==> src/rtl/shared_mem_pkg.sv <==
// rtl/shared_mem_pkg.sv - shared types and constants for the two-core memory arbiter
package shared_mem_pkg;

    localparam int DEF_ADDR_W = 32;
    localparam int DEF_DATA_W = 32;
    localparam int CNT_W      = 16;

    localparam logic CORE1 = 1'b0;
    localparam logic CORE2 = 1'b1;

    typedef enum logic [1:0] {
        IDLE  = 2'd0,
        SERV1 = 2'd1,
        SERV2 = 2'd2
    } state_t;

endpackage

==> src/rtl/shared_mem_arbiter_stats.sv <==
// rtl/shared_mem_arbiter_stats.sv - saturating counter of cycles a request waits behind the other core
module mem_arb_stats
    import shared_mem_pkg::*;
(
    input  logic             clk_i,
    input  logic             rst_i,
    input  logic             inc_i,
    output logic [CNT_W-1:0] cnt_o
);

    always_ff @(posedge clk_i or posedge rst_i) begin
        if (rst_i) begin
            cnt_o <= '0;
        end else if (inc_i && (cnt_o != {CNT_W{1'b1}})) begin
            cnt_o <= cnt_o + 1'b1;
        end
    end

endmodule

==> src/rtl/shared_mem_arbiter.sv <==
// rtl/shared_mem_arbiter.sv - two-core single-port memory arbiter, one-cycle service per request
// Optional ARB_STATS_EN adds the conflict_cnt_o wait-cycle counter.
module shared_mem_arbiter
    import shared_mem_pkg::*;
#(
    parameter int ADDR_W = DEF_ADDR_W,
    parameter int DATA_W = DEF_DATA_W
) (
    input  logic              clk_i,
    input  logic              rst_i,
    input  logic [ADDR_W-1:0] addr1_i,
    input  logic [ADDR_W-1:0] addr2_i,
    input  logic [DATA_W-1:0] wdata1_i,
    input  logic [DATA_W-1:0] wdata2_i,
    input  logic              re1_i,
    input  logic              re2_i,
    input  logic              we1_i,
    input  logic              we2_i,
    output logic [DATA_W-1:0] rdata1_o,
    output logic [DATA_W-1:0] rdata2_o,
    output logic              ack1_o,
    output logic              ack2_o,
    output logic [ADDR_W-1:0] mem_addr_o,
    output logic [DATA_W-1:0] mem_wdata_o,
    output logic              mem_re_o,
    output logic              mem_we_o,
    input  logic [DATA_W-1:0] mem_rdata_i
`ifdef ARB_STATS_EN
    ,
    output logic [CNT_W-1:0]  conflict_cnt_o
`endif
);

    state_t state;
    state_t nxt;
    logic   ptr;
    logic   ureq1;
    logic   ureq2;

    // A core is ignored while being served and during its ack cycle, when it drops the request.
    assign ureq1 = (re1_i | we1_i) && (state != SERV1) && !ack1_o;
    assign ureq2 = (re2_i | we2_i) && (state != SERV2) && !ack2_o;

    always_comb begin
        nxt = IDLE;
        case (state)
            IDLE: begin
                if (ureq1 && (!ureq2 || (ptr == CORE1))) nxt = SERV1;
                else if (ureq2)                          nxt = SERV2;
            end
            SERV1:   if (ureq2) nxt = SERV2;
            SERV2:   if (ureq1) nxt = SERV1;
            default: nxt = IDLE;
        endcase
    end

    // The mem_* registers double as the latched request; they are cleared whenever no service follows.
    always_ff @(posedge clk_i or posedge rst_i) begin
        if (rst_i) begin
            state       <= IDLE;
            ptr         <= CORE1;
            ack1_o      <= 1'b0;
            ack2_o      <= 1'b0;
            rdata1_o    <= '0;
            rdata2_o    <= '0;
            mem_addr_o  <= '0;
            mem_wdata_o <= '0;
            mem_re_o    <= 1'b0;
            mem_we_o    <= 1'b0;
        end else begin
            state  <= nxt;
            ack1_o <= (state == SERV1);
            ack2_o <= (state == SERV2);

            if ((state == SERV1) && mem_re_o) rdata1_o <= mem_rdata_i;
            if ((state == SERV2) && mem_re_o) rdata2_o <= mem_rdata_i;

            // The pointer rotates past whichever core wins arbitration out of IDLE.
            if ((state == IDLE) && (nxt == SERV1)) ptr <= CORE2;
            if ((state == IDLE) && (nxt == SERV2)) ptr <= CORE1;

            case (nxt)
                SERV1: begin
                    mem_addr_o  <= addr1_i;
                    mem_wdata_o <= wdata1_i;
                    mem_we_o    <= we1_i;
                    mem_re_o    <= !we1_i;
                end
                SERV2: begin
                    mem_addr_o  <= addr2_i;
                    mem_wdata_o <= wdata2_i;
                    mem_we_o    <= we2_i;
                    mem_re_o    <= !we2_i;
                end
                default: begin
                    mem_addr_o  <= '0;
                    mem_wdata_o <= '0;
                    mem_we_o    <= 1'b0;
                    mem_re_o    <= 1'b0;
                end
            endcase
        end
    end

`ifdef ARB_STATS_EN
    logic stall;

    assign stall = ((state == SERV1) && ureq2) || ((state == SERV2) && ureq1);

    mem_arb_stats u_stats (
        .clk_i (clk_i),
        .rst_i (rst_i),
        .inc_i (stall),
        .cnt_o (conflict_cnt_o)
    );
`endif

endmodule

==> config.mk <==
export PLATFORM = sky130hd
export DESIGN_NAME = shared_mem_arbiter
export DESIGN_NICKNAME = d
export VERILOG_FILES = /design/src/rtl/shared_mem_pkg.sv /design/src/rtl/shared_mem_arbiter_stats.sv /design/src/rtl/shared_mem_arbiter.sv
export SDC_FILE = /design/constraint.sdc
export NUM_CORES = 1
export LEC_CHECK = 0
export ABC_AREA = 1
export CORE_ASPECT_RATIO = 1.75
export CORE_MARGIN = 5
export CORE_UTILIZATION = 42
export CTS_CLUSTER_SIZE = 14
export DETAILED_ROUTE_END_ITERATION = 16
export PLACE_DENSITY = 0.86
export SETUP_SLACK_MARGIN = 0.5
export SYNTH_ARGS = -nofsm -noshare
export SYNTH_HDL_FRONTEND = slang
export SYNTH_SLANG_ARGS = --single-unit
==> constraint.sdc <==
create_clock -name clk_i -period 7.3 [get_ports clk_i]
set_input_delay 1.46 -clock clk_i [delete_from_list [all_inputs] [get_ports clk_i]]
set_output_delay 1.46 -clock clk_i [all_outputs]
set_load 0.02 [all_outputs]
* Yosys cells after proc, flatten, opt, wreduce, memory -nomap -nowiden
Cells that the tools add are included.
** Word-level totals
- Bits in registers :: 135
- Input port bits :: 166
- Output and inout bits :: 132
- Word-level logic and storage cells :: 46
** Cells by class
- Equal/unequal tests :: 6
- Muxes and demuxes :: 10
- Bitwise operators :: 3
- Reductions and logical operators :: 17
** Operator list (number)
- case mux 32 bit (2 select lines) :: 2
- logical AND 1 bit :: 9
- case mux 2 bit (3 select lines) :: 1
- zero test 1 bit :: 5
- == test 2 x 1 -> 1 bit (second input constant) :: 2
- == test 2 bit (second input constant) :: 2
- 2-to-1 mux 2 bit :: 2
- case mux 1 bit (2 select lines) :: 2
- 2-to-1 mux 1 bit :: 3
- zero test 2 bit :: 1
- inequality test 2 x 1 -> 1 bit (second input constant) :: 1
- inequality test 2 bit (second input constant) :: 1
- OR 1 bit :: 2
- nonzero test 2 bit :: 1
- logical OR 1 bit :: 1
- inverter 1 bit :: 1

* Longest topological paths before layout
- Word-level depth :: 12
- Depth in mapped cells :: 11
- Mapped depth without buffers :: 9

* Worst setup path before layout
No wires, ideal clock.
- Kind :: in2reg
- Start point :: input port re2_i
- End point :: register mem_addr_o[0]
- Setup time :: 0.136 ns
- Arrival time :: 2.491 ns
- Setup slack :: 4.673 ns
- Stages on the path :: 8
- Path through :: nor2_1 nor2_1 nand2_1 nand2_1 ha_1 buf_2 buf_1 a21oi_1
** Between the ends
- Longest elaborated chain between the ends :: 10
- Elaborated cells between the ends (all ways) :: 12
- Those cells by class :: eq/ne (2); mux (4); bitwise (1); reduce/logical (5)
** Ends and longest elaborated chain
- from (decl) :: line shared_mem_arbiter.sv:16 : input logic re2_i,
- OR 1 bit (*) :: line shared_mem_arbiter.sv:42 : assign ureq2 = (re2_i | we2_i) && (state != SERV2) && !ack2_o;
- logical AND 1 bit (*) (2 in series) :: line shared_mem_arbiter.sv:42
- zero test 1 bit :: line shared_mem_arbiter.sv:48 : if (ureq1 && (!ureq2 || (ptr == CORE1))) nxt = SERV1;
- logical OR 1 bit :: line shared_mem_arbiter.sv:48
- logical AND 1 bit :: line shared_mem_arbiter.sv:48
- 2-to-1 mux 2 bit :: line shared_mem_arbiter.sv:48
- case mux 2 bit (3 select lines) (*) :: line shared_mem_arbiter.sv:46 : case (state)
- net nxt[1] :: line shared_mem_arbiter.sv:35 : state_t nxt;
- == test 2 bit / == test 2 x 1 -> 1 bit (equally long branches) :: line shared_mem_arbiter.sv:82 : case (nxt)
- case mux 32 bit (2 select lines) (*) :: line shared_mem_arbiter.sv:82
- to (signal assigned) :: line shared_mem_arbiter.sv:84 : mem_addr_o <= addr1_i;
- to (signal assigned) :: line shared_mem_arbiter.sv:90 : mem_addr_o <= addr2_i;
- to (decl) :: line shared_mem_arbiter.sv:23 : output logic [ADDR_W-1:0] mem_addr_o,
The timed path passes the listed nets; every way through them passes the cells marked *.
A chain may end at the register's enable or synchronous reset.

* Worst setup path in the final report
- Start point :: input port we2_i
- End point :: register mem_wdata_o[1]
** Between the ends
- Longest elaborated chain between the ends :: 10
- Elaborated cells between the ends (all ways) :: 12
- Those cells by class :: eq/ne (2); mux (4); bitwise (1); reduce/logical (5)
** Ends and longest elaborated chain
- from (decl) :: line shared_mem_arbiter.sv:18 : input logic we2_i,
- OR 1 bit (*) :: line shared_mem_arbiter.sv:42
- logical AND 1 bit (*) (2 in series) :: line shared_mem_arbiter.sv:42
- zero test 1 bit :: line shared_mem_arbiter.sv:48
- logical OR 1 bit :: line shared_mem_arbiter.sv:48
- logical AND 1 bit :: line shared_mem_arbiter.sv:48
- 2-to-1 mux 2 bit :: line shared_mem_arbiter.sv:48
- case mux 2 bit (3 select lines) (*) :: line shared_mem_arbiter.sv:46
- == test 2 bit / == test 2 x 1 -> 1 bit (equally long branches) :: line shared_mem_arbiter.sv:82
- case mux 32 bit (2 select lines) (*) :: line shared_mem_arbiter.sv:82
- to (signal assigned) :: line shared_mem_arbiter.sv:85 : mem_wdata_o <= wdata1_i;
- to (signal assigned) :: line shared_mem_arbiter.sv:91 : mem_wdata_o <= wdata2_i;
- to (decl) :: line shared_mem_arbiter.sv:24 : output logic [DATA_W-1:0] mem_wdata_o,
Every way passes the cells marked *; elsewhere a longest branch is shown, timed or not.

==> out/qor.log <==
INFO  cts            cts-buffers-inserted=17
INFO  cts            htree_levels=4
INFO  yosys          ys_ff_latch=135
INFO  placement      port_buffers=297
INFO  critical_path  worstSetupStartpoint=we2_i
INFO  pwr            p_seq_share=29.9%
INFO  cts            cts_repair_resize_count=0
INFO  route          first_pass_iters=4
INFO  yosys          average_instance_area_after_synthesis=8.85um2
INFO  placement      place_congestion=0.874
INFO  finish         fin_util=72.2%
INFO  timing         setup-violations-final=0
INFO  timing         maxSlewViolCount=0
INFO  critical_path  worstRegToRegCells=4
INFO  timing         timing.fmax=299MHz
INFO  floorplanning  core.rowCount=54
INFO  cts            worst_setup_hold_path_clk_slew=0.06ns
INFO  floorplanning  design.core.area=12500um2
INFO  critical_path  worst_setup_path_start_kind=input pin
INFO  timing         final.setup_skew=0.0132ns
INFO  timing         worstMarginPinSlew=1.22ns
INFO  floorplanning  die_area=15200um2
INFO  route          num_vias=5215
INFO  finish         multi_input_comb_area=1740um2
INFO  critical_path  critPathKind=input pin to register
INFO  cts            cts_hold_repair.buffers=0
INFO  route          routed_wirelength=18.2mm
INFO  finish         final-seq-area=3380um2
INFO  cts            root_buffer=sky130_fd_sc_hd__clkbuf_16
INFO  finish         n_fill_cell=910
INFO  placement      post-dp-hpwl=13.4mm
INFO  pwr            power_leakage=0.00406uW
INFO  critical_path  worst_r2r_startpoint=state[1]
INFO  worst_hold_path hold_path.class=register to register
INFO  job            timing.max_cap.violations=0
INFO  status         run_status=complete, no violations
INFO  grt            largest_net_degree_at_the_start_of_global_routing=73
INFO  placement      dpl_cell_area=8390um2
INFO  route          detailroute.wirelength.met3=1.48mm
INFO  route          wire_length_on_met2=9.85mm
INFO  route          antenna_viol_nets_final=0
INFO  critical_path  cp_common_cell=sky130_fd_sc_hd__nand2_1
INFO  critical_path  worstReg2RegEnd=rdata1_o[27]
INFO  cts            post_cts_setup_repair_bufs=0
INFO  cts            cts_num_sinks=135
INFO  yosys          netlist_instances=606
INFO  pwr            p_int=2340uW
INFO  finish         fin_area=9030um2
INFO  critical_path  worstPathRequired=7.52ns
INFO  pwr            power_frac_comb=46.5%
INFO  pwr            share_clk_of_total_power=23.6%
INFO  worst_hold_path min_from=rdata1_o[16]
INFO  route          drt-initial-drc-count=249
INFO  route          top_layer_used=met4
INFO  grt            grt_remaining_overflow=0
INFO  pwr            power.switching_fraction=39.7%
INFO  yosys          post_synth_main_area_contributors=sky130_fd_sc_hd__dfrtp_1 63%, sky130_fd_sc_hd__nand2_1 21%, sky130_fd_sc_hd__a21oi_1 6.2%, sky130_fd_sc_hd__nand3_1 3.1%, sky130_fd_sc_hd__buf_2 1.6%
INFO  yosys          synth_top_area_share=63.0%
INFO  pwr            power_switching=1540uW
INFO  critical_path  cp_num_buf_inv=2
INFO  grt            grt_pass1_vias=5262
INFO  yosys          synth_cell_types=18
INFO  finish         finalNetCount=1056
INFO  finish         syn2layout_area_growth=68.4%
INFO  critical_path  crit_path_max_incr_delay=1.15ns
INFO  floorplanning  height_of_the_die=159um
INFO  route          average_wire_per_standard_cell=17.0um
INFO  yosys          synth_area_leader_cell=sky130_fd_sc_hd__dfrtp_1
INFO  yosys          synth_sequential_area_ratio=63.0%
INFO  timing         fin_ws=3.95ns
INFO  cts            buffers_from_clock_root_to_sink_at_most=2
INFO  worst_hold_path whs_endpoint=rdata1_o[16]
INFO  critical_path  crit_path_cell_trace=clkdlybuf4s50_1, inv_1, nand2_1, nand3_1, nand2_1, ha_2, a21oi_1
INFO  grt            grt_first_pass_wirelength=27.8mm
INFO  floorplanning  floorplan.die.width=95.4um
INFO  critical_path  setup.reg_to_reg.worst_slack=4.74ns
INFO  pwr            vdd_ir_drop_max=0.000386V
INFO  yosys          post_synth_instance_area=5360um2
INFO  yosys          syn-num-nets=774
INFO  timing         fin_crit_sh=45.8%
INFO  route          length_of_routed_wiring_on_met1=6.18mm
INFO  floorplanning  start_util=42.9%
INFO  yosys          synth-warning-count=0
INFO  critical_path  critPathSlowestCell=sky130_fd_sc_hd__ha_2
INFO  timing         max_slew_margin=18.8%
INFO  timing         finalHoldViolations=0
INFO  placement      post-place-ws=3.59ns
INFO  timing         grt_setup_unrepaired=no
INFO  grt            grt.total_usage=23.9%
INFO  timing         worst_hold_slack=0.475ns
INFO  critical_path  crit_fanout=66
INFO  pwr            power-per-cell-area=430nW/um2
INFO  finish         post_route_cells_drive_above_1_share=4.99%
INFO  route          via_per_inst=4.88
INFO  critical_path  critical_path_arrival=3.56ns
INFO  cts            clkLatencyLatePin=0.41ns
INFO  timing         totalNegativeSetupSlack=0ns
INFO  route          drc_errors=0
INFO  critical_path  critical_path_endpoint_category=register
INFO  finish         antenna-diode-count=0
INFO  timing         final.min_clock_period=3.35ns
INFO  floorplanning  boundaryPins=298
INFO  cts            cts_tree=built
INFO  critical_path  critical-path-top-delay-family=adder cells
INFO  grt            grt_antenna_before_repair=0
INFO  worst_hold_path whs_path_depth=2
## synth_stat cells
master and instances:
sky130_fd_sc_hd__nor2_2 2, sky130_fd_sc_hd__nand3_1 33, sky130_fd_sc_hd__nor2_4 1, sky130_fd_sc_hd__nor2_1 7, sky130_fd_sc_hd__buf_4 3, sky130_fd_sc_hd__inv_2 2, sky130_fd_sc_hd__nand3b_1 1, sky130_fd_sc_hd__buf_1 5
sky130_fd_sc_hd__ha_1 2, sky130_fd_sc_hd__inv_1 10, sky130_fd_sc_hd__o21ai_0 1, sky130_fd_sc_hd__buf_2 17, sky130_fd_sc_hd__nand2_1 306, sky130_fd_sc_hd__clkbuf_1 11, sky130_fd_sc_hd__buf_6 3, sky130_fd_sc_hd__nand2_2 1
sky130_fd_sc_hd__a21oi_1 66, sky130_fd_sc_hd__dfrtp_1 135
## worst register-to-register path: stages (launching register included)
cell	delay, ns
sky130_fd_sc_hd__dfrtp_1	0.45
sky130_fd_sc_hd__nor2_4	0.67
sky130_fd_sc_hd__nand2_1	0.94
sky130_fd_sc_hd__nand2_1	0.30
sky130_fd_sc_hd__nand2_1	0.08
## state kept, by name, indices dropped and copies added, names as in the netlist
| register | flops |
|---|---|
| ptr | 1 |
| mem_wdata_o | 32 |
| mem_we_o | 1 |
| state | 2 |
| mem_addr_o | 32 |
| ack1_o | 1 |
| ack2_o | 1 |
| rdata2_o | 32 |
| rdata1_o | 32 |
| mem_re_o | 1 |
## power by group through the flow
stage / logic (uW) / registers [uW] / clock network, uW
3_3_place_gp: 1780 / 1160 / 0
4_1_cts: 1820 / 1160 / 928
2_1_floorplan: 684 / 1480 / 0
3_5_place_dp: 1820 / 1170 / 0
6_report: 1810 / 1160 / 916
5_1_grt: 1950 / 1190 / 963
## metrics by stage
step | total power [uW] | std cells
6_report | 3880 | 1069
5_1_grt | 4110 | 1069
4_1_cts | 3910 | 1069
3_5_place_dp | 2990 | 1037
3_3_place_gp | 2940 | 1037
2_1_floorplan | 2160 | 606
## cells by family (layout without fill, tap and decap cells)
family,count (synthesis),in the layout,synth area share (%)
AO/OA/AOI/OAI,67,67,6.25
adder cells (fa/ha/maj),2,2,0.467
buffers and inverters,51,346,4.60
flip-flops,135,135,63.0
AND/OR/NAND/NOR,351,351,25.7
## cells in the final DEF (no fill, tap or decap)
master,instances
sky130_fd_sc_hd__nand2_1,306
sky130_fd_sc_hd__clkdlybuf4s50_1,297
sky130_fd_sc_hd__dfrtp_1,135
sky130_fd_sc_hd__a21oi_1,66
sky130_fd_sc_hd__nand3_1,33
sky130_fd_sc_hd__clkbuf_16,17
sky130_fd_sc_hd__inv_1,9
sky130_fd_sc_hd__nor2_1,7
sky130_fd_sc_hd__inv_6,5
sky130_fd_sc_hd__buf_4,5
sky130_fd_sc_hd__bufinv_16,4
sky130_fd_sc_hd__clkinvlp_4,4
sky130_fd_sc_hd__inv_2,2
sky130_fd_sc_hd__nor2_2,2
sky130_fd_sc_hd__ha_2,2
sky130_fd_sc_hd__nor2_4,1
sky130_fd_sc_hd__o21ai_0,1
sky130_fd_sc_hd__nand3b_1,1
sky130_fd_sc_hd__nand2_2,1
sky130_fd_sc_hd__clkinv_4,1
sky130_fd_sc_hd__clkbuf_8,1
sky130_fd_sc_hd__clkbuf_1,1
## how the worst max path moves through the flow
stage                           to  cells past startpoint  slack (ns)
floorplan                   ack1_o                      1        2.23
global placement     mem_addr_o[5]                      8        3.65
detailed placement  mem_wdata_o[1]                      8        3.59
CTS                 mem_wdata_o[1]                      7        3.95
global route        mem_wdata_o[1]                      7        3.81
finish              mem_wdata_o[1]                      7        3.95
## cell type report
cell class / count / area share, %
clock buffer: 19 / 4.91
clock inverter: 13 / 2.15
inverter: 12 / 0.554
multi-input combinational: 420 / 19.3
sequential: 135 / 37.4
tap: 168 / 2.33
timing repair buffer: 302 / 33.3
## per-layer routing
layer | track usage (%) | up-vias
met5 | 0 | -
met4 | 11.3 | 0
met3 | 7.00 | 44
met2 | 42.1 | 243
met1 | 25.6 | 2467
li1 | - | 2461
Power figures use the tool's default switching activity.
